$ cat src/rtl/alu_pipe.sv
// Handshaked ALU for the accumulator datapath: single-cycle logic/arith/shift
// ops, an iterative shift-add multiply, and registered result flags.
module alu_pipe #(
   parameter int WIDTH = 8,
   parameter int SHW   = $clog2(WIDTH)
) (
   input  logic             clk,
   input  logic             rst_,
   input  logic             in_valid,
   output logic             in_ready,
   input  logic [3:0]       op,
   input  logic [WIDTH-1:0] a,
   input  logic [WIDTH-1:0] b,
   output logic             out_valid,
   input  logic             out_ready,
   output logic [WIDTH-1:0] result,
   output logic             zero,
   output logic             carry,
   output logic             ovf,
   output logic             neg,
   output logic             illegal,
   output logic             acc_zero
);

   typedef enum logic [1:0] {
      ST_IDLE = 2'd0,
      ST_MULB = 2'd1,
      ST_HOLD = 2'd2
   } state_e;

   typedef enum logic [3:0] {
      OP_PASS = 4'd0,
      OP_ADD  = 4'd1,
      OP_SUB  = 4'd2,
      OP_AND  = 4'd3,
      OP_OR   = 4'd4,
      OP_XOR  = 4'd5,
      OP_LDB  = 4'd6,
      OP_SHL  = 4'd7,
      OP_SHR  = 4'd8,
      OP_SAR  = 4'd9,
      OP_MUL  = 4'd10
   } op_e;

   localparam logic [SHW-1:0] LAST_ITER = SHW'(WIDTH - 1);

   state_e             state_q, state_d;
   logic [WIDTH-1:0]   result_q, result_d;
   logic               zero_q, zero_d;
   logic               carry_q, carry_d;
   logic               ovf_q, ovf_d;
   logic               neg_q, neg_d;
   logic               illegal_q, illegal_d;

   logic [2*WIDTH-1:0] mcand_q, mcand_d;
   logic [2*WIDTH-1:0] prod_q, prod_d;
   logic [WIDTH-1:0]   mplier_q, mplier_d;
   logic [SHW-1:0]     cnt_q, cnt_d;
   logic [2*WIDTH-1:0] prod_step;

   logic               accept;
   logic               load_alu;
   logic               start_mul;
   logic               mul_done;

   logic [WIDTH-1:0]   alu_res;
   logic               alu_c;
   logic               alu_v;
   logic               alu_ill;
   logic [WIDTH:0]     sum_w;
   logic [WIDTH:0]     diff_w;
   logic [2*WIDTH-1:0] shl_w;
   logic [2*WIDTH-1:0] shr_w;
   logic [2*WIDTH-1:0] sar_w;
   logic [SHW-1:0]     shamt;

   assign in_ready  = (state_q == ST_IDLE) || ((state_q == ST_HOLD) && out_ready);
   assign accept    = in_valid && in_ready;
   assign out_valid = (state_q == ST_HOLD);
   assign acc_zero  = (a == '0);
   assign shamt     = b[SHW-1:0];

   // Shifts run in a double-width field so the last bit shifted out lands at
   // a fixed position, whatever the amount.
   always_comb begin
      // NOTE: every output of a combinational block gets a default first, so no path leaves it unassigned and a latch is never inferred.
      sum_w   = {1'b0, a} + {1'b0, b};
      diff_w  = {1'b0, a} - {1'b0, b};
      shl_w   = {{WIDTH{1'b0}}, a} << shamt;
      shr_w   = {a, {WIDTH{1'b0}}} >> shamt;
      sar_w   = $unsigned($signed({a, {WIDTH{1'b0}}}) >>> shamt);
      alu_res = a;
      alu_c   = 1'b0;
      alu_v   = 1'b0;
      alu_ill = 1'b0;
      case (op)
         OP_PASS: ;
         OP_ADD: begin
            alu_res = sum_w[WIDTH-1:0];
            alu_c   = sum_w[WIDTH];
            alu_v   = (a[WIDTH-1] == b[WIDTH-1]) && (sum_w[WIDTH-1] != a[WIDTH-1]);
         end
         OP_SUB: begin
            alu_res = diff_w[WIDTH-1:0];
            alu_c   = diff_w[WIDTH];
            alu_v   = (a[WIDTH-1] != b[WIDTH-1]) && (diff_w[WIDTH-1] != a[WIDTH-1]);
         end
         OP_AND:  alu_res = a & b;
         OP_OR:   alu_res = a | b;
         OP_XOR:  alu_res = a ^ b;
         OP_LDB:  alu_res = b;
         OP_SHL: begin
            alu_res = shl_w[WIDTH-1:0];
            alu_c   = shl_w[WIDTH];
         end
         OP_SHR: begin
            alu_res = shr_w[2*WIDTH-1:WIDTH];
            alu_c   = shr_w[WIDTH-1];
         end
         OP_SAR: begin
            alu_res = sar_w[2*WIDTH-1:WIDTH];
            alu_c   = sar_w[WIDTH-1];
         end
         OP_MUL:  ;
         default: alu_ill = 1'b1;
      endcase
   end

   assign prod_step = mplier_q[0] ? (prod_q + mcand_q) : prod_q;

   always_comb begin
      state_d   = state_q;
      load_alu  = 1'b0;
      start_mul = 1'b0;
      mul_done  = 1'b0;
      case (state_q)
         ST_IDLE, ST_HOLD: begin
            if (accept) begin
               if (op == OP_MUL) begin
                  start_mul = 1'b1;
                  state_d   = ST_MULB;
               end else begin
                  load_alu  = 1'b1;
                  state_d   = ST_HOLD;
               end
            end else if ((state_q == ST_HOLD) && out_ready) begin
               state_d = ST_IDLE;
            end
         end
         ST_MULB: begin
            if (cnt_q == LAST_ITER) begin
               mul_done = 1'b1;
               state_d  = ST_HOLD;
            end
         end
         default: state_d = ST_IDLE;
      endcase
   end

   always_comb begin
      mcand_d  = mcand_q;
      mplier_d = mplier_q;
      prod_d   = prod_q;
      cnt_d    = cnt_q;
      if (start_mul) begin
         mcand_d  = {{WIDTH{1'b0}}, a};
         mplier_d = b;
         prod_d   = '0;
         cnt_d    = '0;
      end else if (state_q == ST_MULB) begin
         mcand_d  = mcand_q << 1;
         mplier_d = mplier_q >> 1;
         prod_d   = prod_step;
         cnt_d    = cnt_q + 1'b1;
      end
   end

   // Flags change only when a result is loaded; otherwise they hold.
   always_comb begin
      result_d  = result_q;
      zero_d    = zero_q;
      carry_d   = carry_q;
      ovf_d     = ovf_q;
      neg_d     = neg_q;
      illegal_d = illegal_q;
      if (load_alu) begin
         result_d  = alu_res;
         carry_d   = alu_c;
         ovf_d     = alu_v;
         illegal_d = alu_ill;
      end else if (mul_done) begin
         result_d  = prod_step[WIDTH-1:0];
         carry_d   = |prod_step[2*WIDTH-1:WIDTH];
         ovf_d     = 1'b0;
         illegal_d = 1'b0;
      end
      if (load_alu || mul_done) begin
         zero_d = (result_d == '0);
         neg_d  = result_d[WIDTH-1];
      end
   end

   always_ff @(posedge clk or negedge rst_) begin
      // NOTE: the multiplier partials are reset too, so an aborted multiply can never leak into a later result.
      if (!rst_) begin
         state_q   <= ST_IDLE;
         result_q  <= '0;
         zero_q    <= 1'b0;
         carry_q   <= 1'b0;
         ovf_q     <= 1'b0;
         neg_q     <= 1'b0;
         illegal_q <= 1'b0;
         mcand_q   <= '0;
         mplier_q  <= '0;
         prod_q    <= '0;
         cnt_q     <= '0;
      end else begin
         // NOTE: registers use non-blocking assignments so every flop samples pre-edge values, independent of statement order.
         state_q   <= state_d;
         result_q  <= result_d;
         zero_q    <= zero_d;
         carry_q   <= carry_d;
         ovf_q     <= ovf_d;
         neg_q     <= neg_d;
         illegal_q <= illegal_d;
         mcand_q   <= mcand_d;
         mplier_q  <= mplier_d;
         prod_q    <= prod_d;
         cnt_q     <= cnt_d;
      end
   end

   assign result  = result_q;
   assign zero    = zero_q;
   assign carry   = carry_q;
   assign ovf     = ovf_q;
   assign neg     = neg_q;
   assign illegal = illegal_q;

endmodule

$ cat config.mk
export PLATFORM = sky130hd
export DESIGN_NAME = alu_pipe
export DESIGN_NICKNAME = d
export VERILOG_FILES = /design/src/rtl/alu_pipe.sv
export SDC_FILE = /design/constraint.sdc
export NUM_CORES = 1
export LEC_CHECK = 0
export BUFFER_PORTS_ARGS = -buffer_cell sky130_fd_sc_hd__buf_4
export CAP_MARGIN = 20
export CORE_MARGIN = 8
export CORE_UTILIZATION = 50
export CTS_CLUSTER_DIAMETER = 50
export DETAILED_ROUTE_END_ITERATION = 8
export PLACE_DENSITY_LB_ADDON = 0.3
export SLEW_MARGIN = 20
export SYNTH_ARGS = -nofsm -noshare
export SYNTH_HDL_FRONTEND = slang
export SYNTH_SLANG_ARGS = --single-unit
$ cat constraint.sdc
create_clock -name clk -period 8.7 [get_ports clk]
set_input_delay 1.74 -clock clk [delete_from_list [all_inputs] [get_ports clk]]
set_output_delay 1.74 -clock clk [all_outputs]
set_load 0.1 [all_outputs]
==> flow_metrics.env, run 1 <==
export IMPL_hold_buffers=0
export IMPL_cp_data_arrival_time_ns=5.09
export IMPL_place_gp_congestion=0.958
export IMPL_wl_per_cell_um=20.4
export IMPL_hold_path_class="flip-flop to flip-flop"
export IMPL_netlist_top_cells_area="dfrtp_1 (27%), ha_1 (9.9%), nand2_1 (6.8%), o21ai_0 (4.8%), a21oi_1 (4.3%)"
export IMPL_synthToLayoutAreaGrowth_pct=10.3
export IMPL_grt_overflow=0
export IMPL_max_freq_mhz=206
export IMPL_io_buffers=39
export IMPL_routed_wl_um=16400
export IMPL_grt_setup_unrepaired="false"
export IMPL_cts_setup_buffers=0
export IMPL_core_area_sq_um=10300
export IMPL_worst_path_max_fanout=17
export IMPL_period_minus_slack_ns=4.84
export IMPL_synth_top_cells_by_count="nand2_1 (97), dfrtp_1 (58), o21ai_0 (51), a21oi_1 (46), ha_1 (42)"
export IMPL_max_slew_margin_rel=0.434
export IMPL_die_w_um=119
export IMPL_startpoint_type="primary input"
export IMPL_power_leakage_nw=2.65
export IMPL_power_density_nw_per_um2=236
export IMPL_drt_iter0_drc=487
export IMPL_io_pins=40
export IMPL_crit_required_ns=8.95
export IMPL_setup_violations=0
export IMPL_setup_tns_ns=0
export IMPL_synth_cell_types=71
export IMPL_hpwl_um=12100
export IMPL_cts_tree="done"
export IMPL_synth_yosys_warnings=0
export IMPL_drt_first_pass_iters=5
export IMPL_synth_top_cell_by_area="dfrtp_1"
export IMPL_fp_dieH_um=119
export IMPL_critPathKind="primary input to flip-flop"
export IMPL_seq_area_frac_synth=0.272
export IMPL_post_route_period_util=0.557
export IMPL_h_tree_depth=3
export IMPL_synthArstFlopShare=1.00
export IMPL_start_util=0.516
export IMPL_gr_usage_all_layers=0.233
export IMPL_drive_above_1_share=0.119
export IMPL_viasPerCell=6.47
export IMPL_hold_viol_final=0
export IMPL_postLayoutCoreUtil=0.569
export IMPL_nets=734
export IMPL_end_kind="flip-flop"
export IMPL_clockBufferDepth=2
export IMPL_cts_clk_slew_worst_paths_ns=0.07
export IMPL_power_total_w=0.00138
export IMPL_ir_drop_mv=0.147
export IMPL_final_antenna_net_count=0
export IMPL_netlist_area_sq_um=5330
export IMPL_clock_sinks=58
export IMPL_rr_startpoint="mcand_q[0]$_DFFE_PN0P_"
export IMPL_hold_path_startpoint="mplier_q[2]$_DFFE_PN0P_"
export IMPL_maxSlewViolCount=0
export IMPL_ys_seq_elements=58
export IMPL_dieArea_sq_um=14200
export IMPL_antenna_found_initial=0
export IMPL_clk_latency_ns=0.34
export IMPL_ys_flop_type="dfrtp_1"
export IMPL_grt_pass1_vias=5082
export IMPL_skew_ns=0.0216
export IMPL_cap_viol_max_count=0
export IMPL_diodes=0
export IMPL_post_cts_resized=0
export IMPL_cts_root_buffer="clkbuf_8"
export IMPL_cts_inserted_buffers=9
export IMPL_grt_max_degree=59
export IMPL_grt_pass1_wl_um=27200
export IMPL_synth_top_area_share=0.272
export IMPL_hold_depth=2
export IMPL_whs_endpoint="mplier_q[2]$_DFFE_PN0P_"
export IMPL_num_fill_cells=935
export IMPL_synthCells=650
export IMPL_reg2reg_setup_slack_ns=5.34
export IMPL_syn_nets=719
export IMPL_reg2reg_depth=10
export IMPL_tightest_slew_ns=0.846
export IMPL_status="finished, final reports clean"
export IMPL_syn_avg_cell_area_sq_um=8.20
export IMPL_route_detailed_drc=0
export IMPL_num_rows=37
export IMPL_synth_edf_count=0
export IMPL_reg2reg_to="carry$_DFFE_PN0P_"
export IMPL_yosys_cell_count_top_type="nand2_1"
export IMPL_num_vias=5213
## metrics by stage
| step | setup slack (ns) | hold slack, ns | std cells | area [sq um] |
|---|---|---|---|---|
| floorplan | 3.51 | 0.446 | 650 | 5330 |
| global placement | 3.63 | 0.459 | 790 | 5670 |
| detailed placement | 3.62 | 0.468 | 790 | 5670 |
| CTS | 3.93 | 0.482 | 806 | 5880 |
| global route | 3.55 | 0.534 | 806 | 5880 |
| finish | 3.86 | 0.477 | 806 | 5880 |
## layer usage
| layer | global-route usage | routed length (um) |
|---|---|---|
| met2 | 0.358 | 7350 |
| met5 | 0 | 0 |
| met1 | 0.323 | 7660 |
| met3 | 0.0364 | 991 |
| met4 | 0.0846 | 424 |
## cell families after synthesis
kind of cell / count (synthesis) / share of synthesized area
AO/OA/AOI/OAI: 222 / 0.278
AND/OR/NAND/NOR: 209 / 0.189
buffers and inverters: 71 / 0.0533
flip-flops: 58 / 0.272
adder cells (fa/ha/maj): 45 / 0.110
multiplexers: 27 / 0.0676
XOR/XNOR: 18 / 0.0296
## report_power, final
group	leakage (nW)	switching, W	total (W)	internal [W]
Clock	0.0986	0.000116	0.000263	0.000148
Combinational	1.80	0.000448	0.000687	0.000240
Sequential	0.745	0.0000759	0.000433	0.000357
Total	2.65	0.000639	0.00138	0.000745
## worst max path at each step
stage                     startpoint          endpoint  slack [ns]  cells after the start
final                           b[2]  zero$_DFFE_PN0P_        3.86                     11
after global routing            b[2]  zero$_DFFE_PN0P_        3.55                     11
after global placement          b[2]  zero$_DFFE_PN0P_        3.63                     11
after floorplan            out_ready  zero$_DFFE_PN0P_        3.51                      8
after CTS                       b[2]  zero$_DFFE_PN0P_        3.93                     11
after detailed placement        b[2]  zero$_DFFE_PN0P_        3.62                     11
## cell usage in the layout, fill, tap and decap left out, types with 6 or more instances in the layout
cell	netlist	routed
nand3_1	20	20
nor2b_1	14	13
inv_1	28	28
buf_4	0	45
a211oi_1	11	11
nor3_1	7	7
o211ai_1	6	6
a21o_1	6	6
xnor2_1	11	11
a22oi_1	20	20
nand2_1	97	97
o22ai_1	12	12
o21bai_1	8	8
mux4_2	6	6
dfrtp_1	58	58
o21ai_0	51	51
mux2i_1	18	18
ha_1	42	42
xor2_1	7	7
a22o_1	10	10
clkbuf_8	0	11
nor2_1	32	31
a21oi_1	46	46
## flip-flops by register name, summed over array words and instances, names as in the netlist
| register | cells |
|---|---|
| illegal | 1 |
| ovf | 1 |
| cnt_q | 3 |
| state_q | 2 |
| prod_q | 16 |
| result | 8 |
| carry | 1 |
| zero | 1 |
| neg | 1 |
| mcand_q | 16 |
| mplier_q | 8 |
## final cells by class
cell class | instances | area, sq um | share of cell area
clock buffers | 12 | 155 | 0.0264
multi-input cells | 521 | 3600 | 0.612
clock inverters | 4 | 50.0 | 0.00852
flip-flops and latches | 58 | 1450 | 0.247
well taps | 136 | 170 | 0.0290
repair buffers | 45 | 338 | 0.0575
inverters | 30 | 113 | 0.0192
## critical path, stage by stage
cell       delay, ns
buf_4           0.19
clkinv_1        0.30
ha_1            0.57
o21bai_1        0.13
a21oi_1         0.25
xnor2_1         0.15
o221ai_1        0.15
a2111oi_0       0.70
o21bai_1        0.18
or4_1           0.56
o31ai_2         0.18
Power figures use the tool's default switching activity.
==> inputs of run 2 (changes only) <==
--- a/config.mk
+++ b/config.mk
@@ -5,6 +5,7 @@
 export SDC_FILE = /design/constraint.sdc
 export NUM_CORES = 1
 export LEC_CHECK = 0
+export ABC_AREA = 1
 export BUFFER_PORTS_ARGS = -buffer_cell sky130_fd_sc_hd__buf_4
 export CAP_MARGIN = 20
 export CORE_MARGIN = 8
==> constraint.sdc (replaced) <==
create_clock -name clk -period 4.75 [get_ports clk]
set_input_delay 0.95 -clock clk [delete_from_list [all_inputs] [get_ports clk]]
set_output_delay 0.95 -clock clk [all_outputs]
set_load 0.1 [all_outputs]
==> flow_metrics.env, run 2 <==
export IMPL_status="finished, final reports clean"
export IMPL_post_cts_resized=0
export IMPL_whs_endpoint="mplier_q[5]$_DFFE_PN0P_"
export IMPL_hold_depth=2
export IMPL_worstPathCellList="buf_4, inv_2, nand2_1, nor2_1, nor2_1, nor2_1, a21oi_1, a21boi_1, nand2_1, nor2_1, nand4_1, nand2_1"
export IMPL_synth_compound_area_frac=0.145
export IMPL_nets=952
export IMPL_clkPwrFrac=0.168
export IMPL_synth_top_cell_by_area="dfrtp_1"
export IMPL_start_util=0.508
export IMPL_setup_tns_ns=0
export IMPL_die_w_um=121
export IMPL_clock_sinks=58
export IMPL_h_tree_depth=3
export IMPL_hpwl_um=13100
export IMPL_rr_startpoint="state_q[1]$_DFFE_PN0P_"
export IMPL_hold_path_class="flip-flop to flip-flop"
export IMPL_routed_wl_um=17000
export IMPL_crit_required_ns=5.04
export IMPL_drt_first_pass_iters=6
export IMPL_period_minus_slack_ns=3.00
export IMPL_tightest_slew_ns=0.869
export IMPL_hold_path_startpoint="mplier_q[5]$_DFFE_PN0P_"
export IMPL_crit_buf_inv=2
export IMPL_fp_dieH_um=121
export IMPL_grt_pass1_wl_um=28200
export IMPL_io_buffers=39
export IMPL_antenna_found_initial=0
export IMPL_startpoint_type="primary input"
export IMPL_hold_viol_final=0
export IMPL_diodes=0
export IMPL_post_route_period_util=0.631
export IMPL_skew_ns=0.0105
export IMPL_final_cell_mix="nand2_1 (249), inv_1 (106), nand3_1 (99), nor2_1 (83), dfrtp_1 (58)"
export IMPL_cts_clk_slew_worst_paths_ns=0.07
export IMPL_synthCells=857
export IMPL_drt_iter0_drc=363
export IMPL_core_area_sq_um=10800
export IMPL_synth_xor_area_frac=0.00319
export IMPL_yosys_area_share_adder=0.107
export IMPL_cts_setup_buffers=0
export IMPL_reg2reg_depth=12
export IMPL_synthToLayoutAreaGrowth_pct=10.3
export IMPL_cap_viol_max_count=0
export IMPL_power_density_nw_per_um2=471
export IMPL_viasPerCell=5.62
export IMPL_timing_hold_ws_ns=0.488
export IMPL_synth_edf_count=0
export IMPL_ys_flop_type="dfrtp_1"
export IMPL_cts_tree="done"
export IMPL_num_fill_cells=1111
export IMPL_syn_nets=926
export IMPL_io_pins=40
export IMPL_cp_slowest_cell="nor2_1"
export IMPL_grt_overflow=0
export IMPL_synth_top_cells_by_count="nand2_1 (249), inv_1 (106), nand3_1 (99), nor2_1 (83), dfrtp_1 (58)"
export IMPL_synthMuxAreaShare=0
export IMPL_power_leakage_nw=3.30
export IMPL_dp_cells=1012
export IMPL_synth_yosys_warnings=0
export IMPL_synthArstFlopShare=1.00
export IMPL_maxSlewViolCount=0
export IMPL_p_sw_w=0.00140
export IMPL_cts_root_buffer="clkbuf_8"
export IMPL_synth_cell_types=41
export IMPL_grt_pass1_vias=5581
export IMPL_reg2reg_setup_slack_ns=2.04
export IMPL_synthSimpleGateAreaFrac=0.378
export IMPL_netlist_area_sq_um=5480
export IMPL_end_kind="flip-flop"
export IMPL_grt_setup_unrepaired="false"
export IMPL_ir_drop_mv=0.298
export IMPL_grt_max_degree=59
export IMPL_seq_area_frac_synth=0.265
export IMPL_hold_buffers=0
export IMPL_num_rows=38
export IMPL_max_slew_margin_rel=0.418
export IMPL_place_gp_congestion=1.01
export IMPL_critPathKind="primary input to flip-flop"
export IMPL_route_detailed_drc=0
export IMPL_drive_above_1_share=0.0946
export IMPL_setup_violations=0
export IMPL_cp_data_arrival_time_ns=3.28
export IMPL_max_freq_mhz=334
export IMPL_final_cells=1028
export IMPL_synth_top_family_by_area="simple AND/OR/NAND/NOR gates"
export IMPL_netSwitchingFraction=0.490
export IMPL_cpMostUsedCell="nor2_1"
export IMPL_reg2reg_to="zero$_DFFE_PN0P_"
export IMPL_top_regs="mcand_q x16, prod_q x16"
export IMPL_dieArea_sq_um=14600
export IMPL_ys_seq_elements=58
export IMPL_comb_power_share=0.530
export IMPL_final_common_cell="nand2_1"
export IMPL_clockBufferDepth=2
export IMPL_cts_inserted_buffers=9
export IMPL_final_antenna_net_count=0
export IMPL_path_delay_family="simple AND/OR/NAND/NOR gates"
export IMPL_wl_per_cell_um=16.6
export IMPL_syn_avg_cell_area_sq_um=6.40
export IMPL_yosys_cell_count_top_type="nand2_1"
export IMPL_netlist_top_cells_area="dfrtp_1 (26%), nand2_1 (17%), ha_1 (9.6%), nand3_1 (9.0%), inv_1 (7.3%)"
export IMPL_gr_usage_all_layers=0.243
export IMPL_synth_top_area_share=0.265
export IMPL_worst_path_max_fanout=12
export IMPL_power_total_w=0.00285
export IMPL_internal_power_w=0.00145
export IMPL_num_vias=5774
export IMPL_slowest_delay_ns=0.65
export IMPL_cp_depth=12
export IMPL_seqPwrFrac=0.302
export IMPL_clk_latency_ns=0.36
-- run 2: changes by cell type in the layout (fill, tap and decap cells not counted), moves of 12 or more --
cell,change
nand2_1,+152
nand3_1,+79
inv_1,+78
nor2_1,+52
mux2i_1,-18
a22oi_1,-15
nor2b_1,-13
nand4_1,+12
-- run 2: metal layers --
layer,part of all wire,vias up,track usage
met5,0,-,0
met4,0.047,0,0.132
met3,0.056,53,0.0396
met2,0.46,196,0.391
met1,0.43,2663,0.306
li1,-,2862,-
-- run 2: power groups by stage --
stage                     clock (W)  sequential, W  combinational (W)
final                      0.000477       0.000860            0.00151
after global routing       0.000507       0.000891            0.00171
after CTS                  0.000481       0.000860            0.00150
after detailed placement          0       0.000866            0.00150
after global placement            0       0.000864            0.00148
after floorplan                   0       0.000990            0.00100
-- run 2: final cells by class --
| class | instances | area [sq um] | area share |
|---|---|---|---|
| Sequential cell | 58 | 1450 | 0.240 |
| Multi-Input combinational cell | 658 | 3470 | 0.574 |
| Timing Repair Buffer | 42 | 315 | 0.0521 |
| Tap cell | 140 | 175 | 0.0290 |
| Clock inverter | 5 | 52.6 | 0.00869 |
| Clock buffer | 11 | 151 | 0.0250 |
| Inverter | 114 | 433 | 0.0716 |
-- run 2: cells by family (layout without fill, tap and decap cells) --
logic type	after synthesis	in the layout
buffers and inverters	141	172
AO/OA/AOI/OAI	134	134
adder cells (fa/ha/maj)	45	45
XOR/XNOR	2	2
AND/OR/NAND/NOR	477	477
flip-flops	58	58
-- run 2: worst max-delay path by stage --
stage	start	end	slack (ns)
6_report	op[0]	zero$_DFFE_PN0P_	1.75
5_1_grt	op[0]	zero$_DFFE_PN0P_	1.45
4_1_cts	op[0]	zero$_DFFE_PN0P_	1.75
3_5_place_dp	op[0]	zero$_DFFE_PN0P_	1.41
3_3_place_gp	op[0]	zero$_DFFE_PN0P_	1.45
2_1_floorplan	a[7]	acc_zero	1.22
-- run 2: stage by stage --
step	utilization	setup slack (ns)	cell area (sq um)
4_1_cts	0.560	1.75	6050
3_3_place_gp	0.541	1.45	5840
2_1_floorplan	-	1.22	5480
3_5_place_dp	0.541	1.41	5840
6_report	0.560	1.75	6050
5_1_grt	0.560	1.45	6050
-- run 2: worst min-delay path, cell delays in order, from the launching register on --
cell and delay, ns:
dfrtp_1 0.35, nand2_1 0.05, nand2_1 0.06
